$ cat config.mk
export PLATFORM = sky130hd
export DESIGN_NAME = hash_byte_feeder
export DESIGN_NICKNAME = d
export VERILOG_FILES = /design/src/rtl/hash_byte_feeder.sv
export SDC_FILE = /design/constraint.sdc
export NUM_CORES = 1
export LEC_CHECK = 0
export ABC_CLOCK_PERIOD_IN_PS = 6100
export BUFFER_PORTS_ARGS = -buffer_cell sky130_fd_sc_hd__buf_2
export CORE_AREA = 3 3 144 146
export DETAILED_ROUTE_END_ITERATION = 7
export DIE_AREA = 0 0 147 149
export HOLD_SLACK_MARGIN = 0.02
export PLACE_DENSITY = 0.54
export SYNTH_ARGS = -nofsm -noshare
export SYNTH_HDL_FRONTEND = slang
export SYNTH_SLANG_ARGS = --single-unit
$ cat constraint.sdc
create_clock -name clk -period 6.1 [get_ports clk]
set_input_delay 0.915 -clock clk [delete_from_list [all_inputs] [get_ports clk]]
set_output_delay 0.915 -clock clk [all_outputs]
set_load 0.02 [all_outputs]
$ cat src/rtl/hash_byte_feeder.sv
// hash_byte_feeder: buffers producer bytes (with an end-of-message flag) in a
// small circular FIFO and replays them to a full_hash core through its
// start / F_rtr / F_dr / End_Of_File / H_ready handshake, one message at a time.
module hash_byte_feeder #(
  parameter int DEPTH = 16
) (
  input  logic                   clk,
  input  logic                   rst_n,
  input  logic                   in_valid,
  input  logic [7:0]             in_byte,
  input  logic                   in_last,
  output logic                   in_ready,
  output logic                   start,
  output logic [7:0]             Byte,
  output logic                   F_dr,
  output logic                   End_Of_File,
  input  logic                   F_rtr,
  input  logic                   H_ready,
  output logic                   busy,
  output logic [15:0]            msg_bytes,
  output logic [$clog2(DEPTH):0] fifo_count
);

  localparam int AW = $clog2(DEPTH);
  localparam int CW = AW + 1;
  localparam logic [CW-1:0] FULL_C   = CW'(DEPTH);
  localparam logic [CW-1:0] ZERO_C   = {CW{1'b0}};
  localparam logic [CW-1:0] ONE_C    = CW'(1'b1);
  localparam logic [AW-1:0] PTR_ONE_C = AW'(1'b1);

  typedef enum logic [2:0] {
    IDLE     = 3'd0,
    START    = 3'd1,
    WAIT_RTR = 3'd2,
    SEND     = 3'd3,
    GAP      = 3'd4,
    EOF_WAIT = 3'd5
  } state_t;

  // FIFO storage: each entry is {last, byte}
  logic [8:0]    mem_r [DEPTH];
  logic [AW-1:0] wr_ptr_r;
  logic [AW-1:0] rd_ptr_r;
  logic [CW-1:0] count_r;
  logic [CW-1:0] count_s;
  logic [8:0]    head_s;

  state_t state_r;
  state_t state_s;
  logic   push_s;
  logic   pop_s;
  logic   clr_msg_s;

  // Registered outputs and popped-entry bookkeeping
  logic        in_ready_r;
  logic        start_r;
  logic        f_dr_r;
  logic        eof_r;
  logic        busy_r;
  logic [7:0]  byte_r;
  logic        last_r;
  logic [15:0] msg_r;

  assign head_s = mem_r[rd_ptr_r];
  // in_ready_r is already low when full, so a same-cycle pop never admits a push
  assign push_s = in_valid && in_ready_r;

  // Next-state logic: decides the pop and the message-counter clear
  always_comb begin
    state_s   = state_r;
    pop_s     = 1'b0;
    clr_msg_s = 1'b0;
    case (state_r)
      IDLE: begin
        if (count_r != ZERO_C) begin
          state_s   = START;
          clr_msg_s = 1'b1;
        end else begin
          state_s = IDLE;
        end
      end
      START: begin
        state_s = WAIT_RTR;
      end
      WAIT_RTR: begin
        if (F_rtr && (count_r != ZERO_C)) begin
          state_s = SEND;
          pop_s   = 1'b1;
        end else begin
          state_s = WAIT_RTR;
        end
      end
      SEND: begin
        state_s = GAP;
      end
      GAP: begin
        if (last_r) begin
          state_s = EOF_WAIT;
        end else begin
          state_s = WAIT_RTR;
        end
      end
      EOF_WAIT: begin
        if (H_ready) begin
          state_s = IDLE;
        end else begin
          state_s = EOF_WAIT;
        end
      end
      default: begin
        state_s = IDLE;
      end
    endcase
  end

  // Next FIFO occupancy from this cycle's push/pop pair
  always_comb begin
    count_s = count_r;
    case ({push_s, pop_s})
      2'b10:   count_s = count_r + ONE_C;
      2'b01:   count_s = count_r - ONE_C;
      default: count_s = count_r;
    endcase
  end

  // FSM state register
  always_ff @(posedge clk or negedge rst_n) begin
    if (!rst_n) begin
      state_r <= IDLE;
    end else begin
      state_r <= state_s;
    end
  end

  // FIFO payload write; contents are don't-care while the count says empty
  always_ff @(posedge clk) begin
    if (push_s) begin
      mem_r[wr_ptr_r] <= {in_last, in_byte};
    end
  end

  // FIFO pointers, occupancy and registered in_ready
  always_ff @(posedge clk or negedge rst_n) begin
    if (!rst_n) begin
      wr_ptr_r   <= {AW{1'b0}};
      rd_ptr_r   <= {AW{1'b0}};
      count_r    <= ZERO_C;
      in_ready_r <= 1'b1;
    end else begin
      if (push_s) begin
        wr_ptr_r <= wr_ptr_r + PTR_ONE_C;
      end
      if (pop_s) begin
        rd_ptr_r <= rd_ptr_r + PTR_ONE_C;
      end
      count_r    <= count_s;
      in_ready_r <= (count_s != FULL_C);
    end
  end

  // Popped byte/flag capture and saturating per-message byte counter
  always_ff @(posedge clk or negedge rst_n) begin
    if (!rst_n) begin
      byte_r <= 8'h00;
      last_r <= 1'b0;
      msg_r  <= 16'h0000;
    end else begin
      if (pop_s) begin
        byte_r <= head_s[7:0];
        last_r <= head_s[8];
      end
      if (clr_msg_s) begin
        msg_r <= 16'h0000;
      end else if (pop_s && (msg_r != 16'hFFFF)) begin
        msg_r <= msg_r + 16'h0001;
      end
    end
  end

  // Handshake outputs registered from the next state so they align with it
  always_ff @(posedge clk or negedge rst_n) begin
    if (!rst_n) begin
      start_r <= 1'b0;
      f_dr_r  <= 1'b0;
      eof_r   <= 1'b0;
      busy_r  <= 1'b0;
    end else begin
      start_r <= (state_s == START);
      f_dr_r  <= (state_s == SEND);
      eof_r   <= (state_s == EOF_WAIT);
      busy_r  <= (state_s != IDLE);
    end
  end

  assign in_ready    = in_ready_r;
  assign start       = start_r;
  assign Byte        = byte_r;
  assign F_dr        = f_dr_r;
  assign End_Of_File = eof_r;
  assign busy        = busy_r;
  assign msg_bytes   = msg_r;
  assign fifo_count  = count_r;

endmodule

# [Word-level counts from Yosys, hierarchy flattened]
# Memories as Yosys holds them, arrays and structs flattened. A register that Yosys moved wholly into a read port is not among the register bits.
# Index checks and enable logic that the tools add are counted.
[word_totals] regBits=37 mem_bits_rw=144 inputBits=14 wordCells=50 memories=1
[mem_list] name="mem_r" depth=16 width=9 read_ports=1 rd_ports_with_merged_regs=1 write_ports=1 line_no="41" rtl="logic [8:0] mem_r [DEPTH];"
[classes] addsub=5 eq_ne=12 n_mux=14 reduce_logical=8
[ops] op="16-bit two-way mux" n=2
[ops] op="3-bit one-hot mux with 6 select lines" n=1
[ops] op="16-bit by 1-bit adder with 16-bit output, second input constant" n=1
[ops] op="16-bit != test, second input constant" n=1
[ops] op="5-bit one-hot mux with 2 select lines" n=1
[ops] op="3-bit by 2-bit equality test with 1-bit output, second input constant" n=3
[ops] op="3-bit equality test, second input constant" n=3
[ops] op="4-bit by 1-bit adder with 4-bit output, second input constant" n=2
[ops] op="1-bit two-way mux" n=8
[ops] op="3-bit by 1-bit equality test with 1-bit output, second input constant" n=2
[ops] op="3-bit two-way mux" n=2
[ops] op="5-bit by 1-bit adder with 5-bit output, second input constant" n=1
[ops] op="5-bit != test, second input constant" n=1
[ops] op="5-bit nonzero test" n=1
[ops] op="5-bit by 1-bit subtractor with 5-bit output, second input constant" n=1
[ops] op="1-bit logical AND" n=3
[ops] op="3-bit zero test" n=1
[ops] op="3-bit nonzero test" n=1
[ops] op="2-bit by 1-bit equality test with 1-bit output, second input constant" n=1
[ops] op="2-bit equality test, second input constant" n=1
[ops] op="2-bit nonzero test" n=1
[ops] op="1-bit zero test" n=1

# [Logic depth before layout (Yosys ltp)]
# Gate-level depths: netlist (run 1).
[depth] ltp_word=7 mapped_depth=12

# [Worst setup path before layout (run 1)]
# Ideal clock, no wire load.
[synth_path] kind="flip-flop to flip-flop" startpoint="register count_r[1], in the netlist fifo_count[1]" endpoint="register in_ready_r, in the netlist in_ready" setup_time_ps=91 arrival_time_ps=2766 t_required_ps=6009 slack_ps=3243 stages_incl_launch_ff=13 period_less_slack_ps=2857 cell_sequence="dfrtp_1 > or4_4 > o21ai_4 > inv_4 > ha_1 > clkbuf_1 > xor2_1 > ha_1 > a21oi_1 > xor2_1 > nor2_1 > xor2_1 > nand4bb_1"
[synth_between] elab_chain_cells=7 word_cells_on_any_way=10 cone_classes="2 x add/sub; 3 x eq/ne; 3 x mux; 2 x reduce/logical"
[synth_lines] element="from (decl)" line_no="44" rtl="logic [CW-1:0] count_r;"
[synth_lines] element="from (signal assigned)" line_no="156" rtl="count_r <= count_s;"
[synth_lines] element="5-bit nonzero test (*)" line_no="86" rtl="if (F_rtr && (count_r != ZERO_C)) begin"
[synth_lines] element="1-bit logical AND (*)" line_no="86"
[synth_lines] element="1-bit two-way mux (*)" line_no="86"
[synth_lines] element="1-bit two-way mux (*)" line_no="73" rtl="case (state_r)"
[synth_lines] element="via pop_s" line_no="51" rtl="logic pop_s;"
[synth_lines] element="2-bit by 1-bit equality test with 1-bit output / 2-bit equality test (equally long branches)" line_no="119" rtl="case ({push_s, pop_s})"
[synth_lines] element="5-bit one-hot mux with 2 select lines (*)" line_no="119"
[synth_lines] element="via count_s[2]" line_no="45" rtl="logic [CW-1:0] count_s;"
[synth_lines] element="5-bit != test (*)" line_no="157" rtl="in_ready_r <= (count_s != FULL_C);"
[synth_lines] element="to (signal assigned)" line_no="157"
[synth_lines] element="to (decl)" line_no="55" rtl="logic in_ready_r;"
# The timed path passes the listed nets; every way through them passes the cells marked *.
# A chain may end at the register's enable or synchronous reset.

# [Final worst setup path (run 1)]
# Ends and elaborated chain as after synthesis.

==> results of run 1 <==
## per-layer routing
layer	GRT usage [%]	up-vias	share of wire, %
met5	0	-	0
met1	19.9	2099	46
met4	4.38	0	1.1
met3	3.65	16	3.6
li1	-	1883	-
met2	24.3	73	49
## metrics by stage
stage          cell area, sq um  setup WS (ps)
3_3_place_gp               8300           2900
2_1_floorplan              7780           3240
3_5_place_dp               8300           2750
6_report                   8870           2730
4_1_cts                    8870           2730
5_1_grt                    8870           2540
## flip-flops by register name (all words and copies together) (netlist names)
signal,cells
start,1
End_Of_File,1
last_r,1
busy,1
Byte,8
mem_r,144
F_dr,1
fifo_count,5
rd_ptr_r,4
msg_bytes,16
in_ready,1
state_r,3
wr_ptr_r,4
## cells by family after synthesis
group	Yosys count
xor+xnor	15
flops	190
mux	56
simple gates	90
compound gates	55
buf+inv	31
fa+ha+maj	9
## cell usage after synthesis (5+ instances only)
master | instances | share of area, %
nor2_1 | 20 | 0.96
mux2_2 | 10 | 1.4
edfxtp_1 | 144 | 56
o211ai_1 | 5 | 0.48
inv_1 | 8 | 0.39
a21oi_1 | 11 | 0.71
clkbuf_1 | 11 | 0.53
buf_2 | 5 | 0.32
ha_1 | 9 | 1.4
o21ai_0 | 11 | 0.71
o31ai_1 | 6 | 0.58
nor3_1 | 15 | 0.96
nand4_1 | 5 | 0.40
mux2i_1 | 10 | 1.3
dfrtp_1 | 45 | 14
nand3_1 | 9 | 0.58
a221o_1 | 9 | 1.2
mux4_2 | 36 | 10
xnor2_1 | 8 | 0.90
xor2_1 | 7 | 0.79
nand2_1 | 16 | 0.77
## worst min-delay path by stage
| stage | startpoint | end | depth (start not counted) |
|---|---|---|---|
| floorplan | last_r$_DFFE_PN0P_ | last_r$_DFFE_PN0P_ | 1 |
| global placement | fifo_count[4]$_DFF_PN0_ | fifo_count[4]$_DFF_PN0_ | 1 |
| detailed placement | fifo_count[4]$_DFF_PN0_ | fifo_count[4]$_DFF_PN0_ | 1 |
| CTS | fifo_count[4]$_DFF_PN0_ | fifo_count[4]$_DFF_PN0_ | 1 |
| global route | fifo_count[4]$_DFF_PN0_ | fifo_count[4]$_DFF_PN0_ | 1 |
| finish | fifo_count[4]$_DFF_PN0_ | fifo_count[4]$_DFF_PN0_ | 1 |
## final cells by class
cell class / instances / area, sq um / share of cell area, %
inverter: 10 / 42.5 / 0.479
timing repair buffer: 53 / 280 / 3.16
sequential: 190 / 5480 / 61.7
clock buffer: 17 / 425 / 4.79
clock inverter: 15 / 149 / 1.68
tap: 265 / 332 / 3.74
multi-input combinational: 225 / 2170 / 24.4
## critical path, stage by stage, from the launching register on
cell and delay (ps):
dfrtp_1 470, or4_4 600, o21ai_4 570, inv_4 170, ha_1 340, xor2_1 180
ha_1 220, a21oi_1 150, xor2_1 180, nor2_1 70, xor2_1 150, nand4bb_1 200
## power by group through the flow
stage	clock network, mW	logic (mW)	registers, mW
2_1_floorplan	0	0.790	1.77
3_3_place_gp	0	1.07	1.79
3_5_place_dp	0	1.09	1.80
4_1_cts	1.10	1.09	1.78
5_1_grt	1.15	1.16	1.80
6_report	1.07	1.06	1.78
==> qor.log, run 1 <==
[worst_setup_path] Critical R2R Capture in_ready$_DFF_PN1_
[power] part of the total power dissipated in combinational logic 27.2%
[final_layout] utilization after layout 45.4%
[global_route] maximum number of pins on one net before global-route repair 47
[global_route] global-route wire length before repair 24300 microns
[routing] Via-to-Cell Ratio 5.25
[worst_setup_path] CP Max Fanout 24
[clock_network] insertion delay to the later sink of the worst-skew pair 430 ps
[routing] drt wl/cell 19.9 microns
[yosys] share of synthesized area occupied by flip-flops and latches 70.4%
[placement] detailed-placement wirelength estimate 9620 microns
[timing] highest clock rate 296 MHz
[timing] setup repair after global routing missed its margin no
[timing] share of the clock period used by the worst path 55.3%
[yosys] Avg Cell Area, Syn 17.4 sq um
[yosys] synthesized net count 469
[final_layout] layout cells sized above 1 27.5%
[global_route] initial antenna violation count 0
[final_layout] most common library cell in the layout ignoring fill and taps edfxtp_1
[routing] total detailed-routing wirelength 15500 microns
[floorplanning] Boundary Pins 48
[placement] cell count after placement 743
[clock_network] cell at the root of the clock tree clkbuf_16
[power] maximum resistive drop on vdd 0.236 mV
[worst_setup_path] minimum setup slack among reg-to-reg paths 2730 ps
[clock_network] H-tree depth reported by CTS 4
[worst_setup_path] endpoint of the most critical setup path in_ready$_DFF_PN1_
[power] switching power summed over all nets 1.28 mW
[flow_run] MaxCap Viol Count 0
[timing] setup TNS 0 ps
[yosys] xor and xnor fraction of the mapped netlist area 1.69%
[final_layout] fillcell total 1719
[timing] count of final hold-check violations 0
[timing] number of slew-limit violations in the final report 0
[power] Power Dens Cells 440 nW/um^2
[timing] final-layout worst hold slack 515 ps
[clock_network] clock transition time at the flip-flop clock pins of the worst setup and hold paths 70 ps
[worst_setup_path] path depth of the worst reg2reg path 11
[final_layout] final cell count without fillers 775
[floorplanning] area of the die 21900 sq um
[yosys] ys flop type edfxtp_1
[clock_network] CTS sink count 190
[power] clock network fraction of total power 27.3%
[yosys] dominant combinational cell family by area after synthesis multiplexers
[global_route] overflow left after global routing 0
[worst_setup_path] Worst Path Required 6440 ps
[yosys] Syn Inst Count 446
[routing] total number of vias 4071
[power] fraction of power consumed by sequential logic 45.5%
[clock_network] Post-CTS Resized 0
[final_layout] number of nets in the layout 520
[final_layout] commonest non-fill, non-tap cells in the layout edfxtp_1 (144), buf_2 (47), dfrtp_1 (44)
[yosys] total standard cell area after synthesis 7780 sq um
[floorplanning] effective utilization at floorplan 39.9%
[global_route] overall track demand over capacity in global routing 14.9%
[placement] routability cong. 0.803
[routing] initial DRC count 218
[power] total power after layout 3.90 mW
[yosys] area share of fa/ha/maj cells after synthesis 1.45%
[routing] Remaining DRCs 0
[floorplanning] row count 51
[placement] Port Buffers 47
[floorplanning] height of the chip 149 microns
[clock_network] hold buffer count at CTS 0
[timing] minimum clock period 3370 ps
[routing] number of detailed-route iterations in the first pass 4
[floorplanning] placeable core area 19500 sq um
[yosys] Netlist cell types 46
[worst_setup_path] Worst setup EP type flop
[clock_network] TritonCTS clock tree done
[power] Leak 3.13 nW
[clock_network] number of buffers inserted during clock tree synthesis 17
[yosys] Synth Area in Compound Gates 5.40%
[worst_hold_path] worst hold-check path type reg -> reg
[timing] setup violators final 0
[yosys] share of flip-flops with an asynchronous set or reset after synthesis 24.2%
[worst_setup_path] r2r startpoint fifo_count[1]$_DFF_PN0_
[yosys] number of warning messages in the yosys log 0
[power] share of total power consumed by net switching 32.9%
[yosys] simple-gate share of the synthesized area 6.16%
[yosys] number of synthesized flops with an enable pin 144
[yosys] share of synthesized area spent on multiplexers 13.2%
[final_layout] area delta synth->final 14.0%
[timing] worst-margin pin slew 1160 ps
[worst_setup_path] critical path launch point fifo_count[1]$_DFF_PN0_
[timing] Clock Skew 12.3 ps
[clock_network] post-CTS repair timing setup buffer count 0
[yosys] number of storage elements in the synthesis netlist 190
[worst_setup_path] Critical Path Start Type flop
[worst_setup_path] startpoint-to-endpoint class of the critical path reg -> reg
[timing] Max-slew headroom 22.4%
[final_layout] total inserted antenna cells 0
[power] internal power summed over all cells 2.62 mW
[routing] ANT nets after route 0
[clock_network] maximum count of clock buffers along a single path 2
[run_status] outcome completed
[worst_setup_path] Worst EP arrival 3720 ps
[global_route] via count of the first global-routing pass 4184
[floorplanning] die boundary width 147 microns
(Power assumes the default switching activity.)
==> run 2: changes to the inputs <==
ABC_AREA = 1   (was default)
ABC_CLOCK_PERIOD_IN_PS = 3500   (was 6100)
CORE_AREA = 3 3 148 150   (was 3 3 144 146)
DIE_AREA = 0 0 151 153   (was 0 0 147 149)
clock period = 3.5 ns   (was 6.1 ns; I/O delays follow)
==> run 2 against run 1 <==
  * Critical path depth grew 3
  * Hold slack lost 350 ps
  * Total power grew 93%
  * Global-route usage grew 2.6 points
  * Non-clock buffer count grew 8
  * Area after synthesis grew 5.7%
  * Clock power grew 85%
==> qor.log, run 2 <==
[floorplanning] area of the die 23100 sq um [+5.5%]
[yosys] share of flip-flops with an asynchronous set or reset after synthesis 24.2% [unchanged]
[clock_network] TritonCTS clock tree done
[floorplanning] row count 53 [+3.9%]
[worst_setup_path] Worst EP arrival 3040 ps [-680 ps]
[timing] setup TNS 0 ps [unchanged]
[timing] number of slew-limit violations in the final report 0 [unchanged]
[yosys] number of warning messages in the yosys log 0 [unchanged]
[worst_hold_path] worst hold-check path type in -> async
[timing] count of final hold-check violations 0 [unchanged]
[global_route] overflow left after global routing 0 [unchanged]
[worst_setup_path] Critical Path Start Type flop
[yosys] library cell with the largest summed area after synthesis edfxtp_1
[global_route] maximum number of pins on one net before global-route repair 75 [+60%]
[worst_setup_path] startpoint-to-endpoint class of the critical path reg -> reg
[clock_network] H-tree depth reported by CTS 4 [unchanged]
[global_route] initial antenna violation count 0 [unchanged]
[worst_setup_path] Worst setup EP type flop
[floorplanning] placeable core area 20800 sq um [+6.6%]
[placement] detailed-placement wirelength estimate 12400 microns [+29%]
[routing] Remaining DRCs 0 [unchanged]
[timing] setup repair after global routing missed its margin no
[timing] minimum clock period 2690 ps [-683 ps]
[yosys] synthesized net count 798 [+70%]
[routing] total detailed-routing wirelength 19300 microns [+25%]
[floorplanning] Boundary Pins 48 [unchanged]
[routing] ANT nets after route 0 [unchanged]
[worst_setup_path] Worst Path Required 3850 ps [-2590 ps]
[routing] initial DRC count 469 [+120%]
[final_layout] Reg with most FFs mem_r
[routing] Via-to-Cell Ratio 5.08 [-3.3%]
[run_status] outcome completed
[final_layout] flip-flop count of the largest register after layout 144 [unchanged]
[worst_setup_path] CP Max Fanout 13 [-46%]
[final_layout] most common library cell in the layout ignoring fill and taps nor2_1
[final_layout] fillcell total 1987 [+16%]
[routing] total number of vias 5646 [+39%]
[yosys] Syn Inst Count 775 [+74%]
[clock_network] cell at the root of the clock tree clkbuf_16
[power] maximum resistive drop on vdd 0.366 mV [+56%]
[flow_run] MaxCap Viol Count 0 [unchanged]
[clock_network] number of buffers inserted during clock tree synthesis 17 [unchanged]
[timing] highest clock rate 372 MHz [+25%]
[yosys] commonest cells in the synthesized netlist nor2_1 (177), edfxtp_1 (144), nand2_1 (120)
[global_route] global-route wire length before repair 31200 microns [+28%]
[timing] setup violators final 0 [unchanged]
[timing] Max-slew headroom 30.8% [+8.4 points]
[yosys] Netlist cell types 33 [-28%]
[yosys] top cells by area in the synthesized netlist edfxtp_1 (53%), dfrtp_1 (14%), nor2_1 (8.1%)
[worst_setup_path] Critical R2R Capture in_ready$_DFF_PN1_
[placement] routability cong. 0.925 [+15%]
[routing] drt wl/cell 17.4 microns [-13%]
[yosys] portion of synthesized cell area occupied by the leading cell type 52.6% [-3.0 points]
[clock_network] Post-CTS Resized 0 [unchanged]
[timing] share of the clock period used by the worst path 76.9% [+22 points]
[clock_network] maximum count of clock buffers along a single path 2 [unchanged]
[power] Leak 3.67 nW [+18%]
[routing] number of detailed-route iterations in the first pass 4 [unchanged]
[clock_network] hold buffer count at CTS 0 [unchanged]
[clock_network] insertion delay to the later sink of the worst-skew pair 430 ps [about the same]
[floorplanning] effective utilization at floorplan 39.5% [-0.36 points]
[final_layout] number of nets in the layout 846 [+63%]
[yosys] number of synthesized flops with an enable pin 144 [unchanged]
[worst_setup_path] path depth of the worst reg2reg path 14 [+3]
[floorplanning] height of the chip 153 microns [+2.7%]
[global_route] overall track demand over capacity in global routing 17.5% [+2.6 points]
[final_layout] commonest non-fill, non-tap cells in the layout nor2_1 (177), edfxtp_1 (144), nand2_1 (120)
[clock_network] CTS sink count 190 [unchanged]
[power] Power Dens Cells 807 nW/um^2 [+83%]
[final_layout] utilization after layout 44.9% [-0.50 points]
[yosys] Avg Cell Area, Syn 10.6 sq um [-39%]
[final_layout] layout cells sized above 1 13.6% [-14 points]
[floorplanning] die boundary width 151 microns [+2.7%]
[clock_network] post-CTS repair timing setup buffer count 0 [unchanged]
[yosys] share of synthesized area occupied by flip-flops and latches 66.6% [-3.8 points]
[timing] Clock Skew 15.0 ps [+2.65 ps]
[worst_setup_path] minimum setup slack among reg-to-reg paths 810 ps [-1920 ps]
[yosys] total standard cell area after synthesis 8220 sq um [+5.7%]
[timing] worst-margin pin slew 1030 ps [-130 ps]
[global_route] via count of the first global-routing pass 5601 [+34%]
[yosys] ys flop type edfxtp_1
[final_layout] total inserted antenna cells 0 [unchanged]
[yosys] most used standard cell by instance count after synthesis nor2_1
[yosys] number of storage elements in the synthesis netlist 190 [unchanged]
[placement] Port Buffers 47 [unchanged]
[worst_setup_path] r2r startpoint fifo_count[0]$_DFF_PN0_
[clock_network] clock transition time at the flip-flop clock pins of the worst setup and hold paths 70 ps [about the same]
[final_layout] area delta synth->final 13.8%
[run 2: area by class of cell]
| class | count | area [sq um] | share of cell area [%] |
|---|---|---|---|
| clock inverter | 15 | 181 | 1.94 |
| sequential | 190 | 5480 | 58.5 |
| multi-input combinational | 520 | 2470 | 26.4 |
| inverter | 33 | 124 | 1.32 |
| tap | 275 | 344 | 3.68 |
| timing repair buffer | 61 | 340 | 3.64 |
| clock buffer | 17 | 425 | 4.55 |
[run 2: cell families (layout without fill, tap and decap cells)]
family,after synthesis,in the layout,share of synthesized area (%)
XOR/XNOR,14,14,1.49
flip-flops,190,190,66.6
AND/OR/NAND/NOR,408,408,21.4
adder cells (fa/ha/maj),9,9,1.37
AO/OA/AOI/OAI,89,89,5.75
buffers and inverters,65,126,3.42
[run 2: through the flow]
step / instance area, sq um / hold slack, ps / worst slack (ps) / std cells / total power [mW]
CTS: 9360 / 178 / 821 / 1111 / 7.61
global placement: 8750 / 496 / 922 / 1079 / 5.58
floorplan: 8220 / 229 / 962 / 775 / 4.81
global route: 9360 / 203 / 594 / 1111 / 8.05
finish: 9360 / 164 / 809 / 1111 / 7.55
detailed placement: 8750 / 480 / 806 / 1079 / 5.64
[run 2: per-layer routing]
| metal | wire length [microns] | up-vias | global-route usage, % | part of all wire [%] |
|---|---|---|---|---|
| met5 | 0 | - | 0 | 0 |
| met4 | 433 | 0 | 5.40 | 2.2 |
| met3 | 737 | 27 | 3.59 | 3.8 |
| met2 | 9000 | 125 | 27.1 | 47 |
| met1 | 9120 | 2758 | 24.8 | 47 |
| li1 | - | 2736 | - | - |
[run 2: worst max path at each step]
stage	startpoint	to	slack [ps]	cells past startpoint
floorplan	fifo_count[4]$_DFF_PN0_	in_ready$_DFF_PN1_	960	16
detailed placement	F_rtr	in_ready$_DFF_PN1_	810	15
CTS	fifo_count[1]$_DFF_PN0_	in_ready$_DFF_PN1_	820	14
finish	fifo_count[0]$_DFF_PN0_	in_ready$_DFF_PN1_	810	14
global route	fifo_count[3]$_DFF_PN0_	in_ready$_DFF_PN1_	590	14
global placement	F_rtr	in_ready$_DFF_PN1_	920	15
[run 2: where the power goes]
part,switching [mW],internal (mW)
Combinational,1.83,0.771
Sequential,0.209,2.77
Clock,0.896,1.08
Total,2.93,4.62
[run 2: critical path, stage by stage, from the launching register on]
cell     delay [ps]
dfrtp_1         460
inv_1            80
nand4_1         140
nand2_2         270
inv_1           100
ha_1            290
nand2_1         130
inv_1            70
nor2_1          150
ha_1            260
nand2_1          70
o21ai_0         120
or2_2           290
nor2_1          100
nand3_1          90
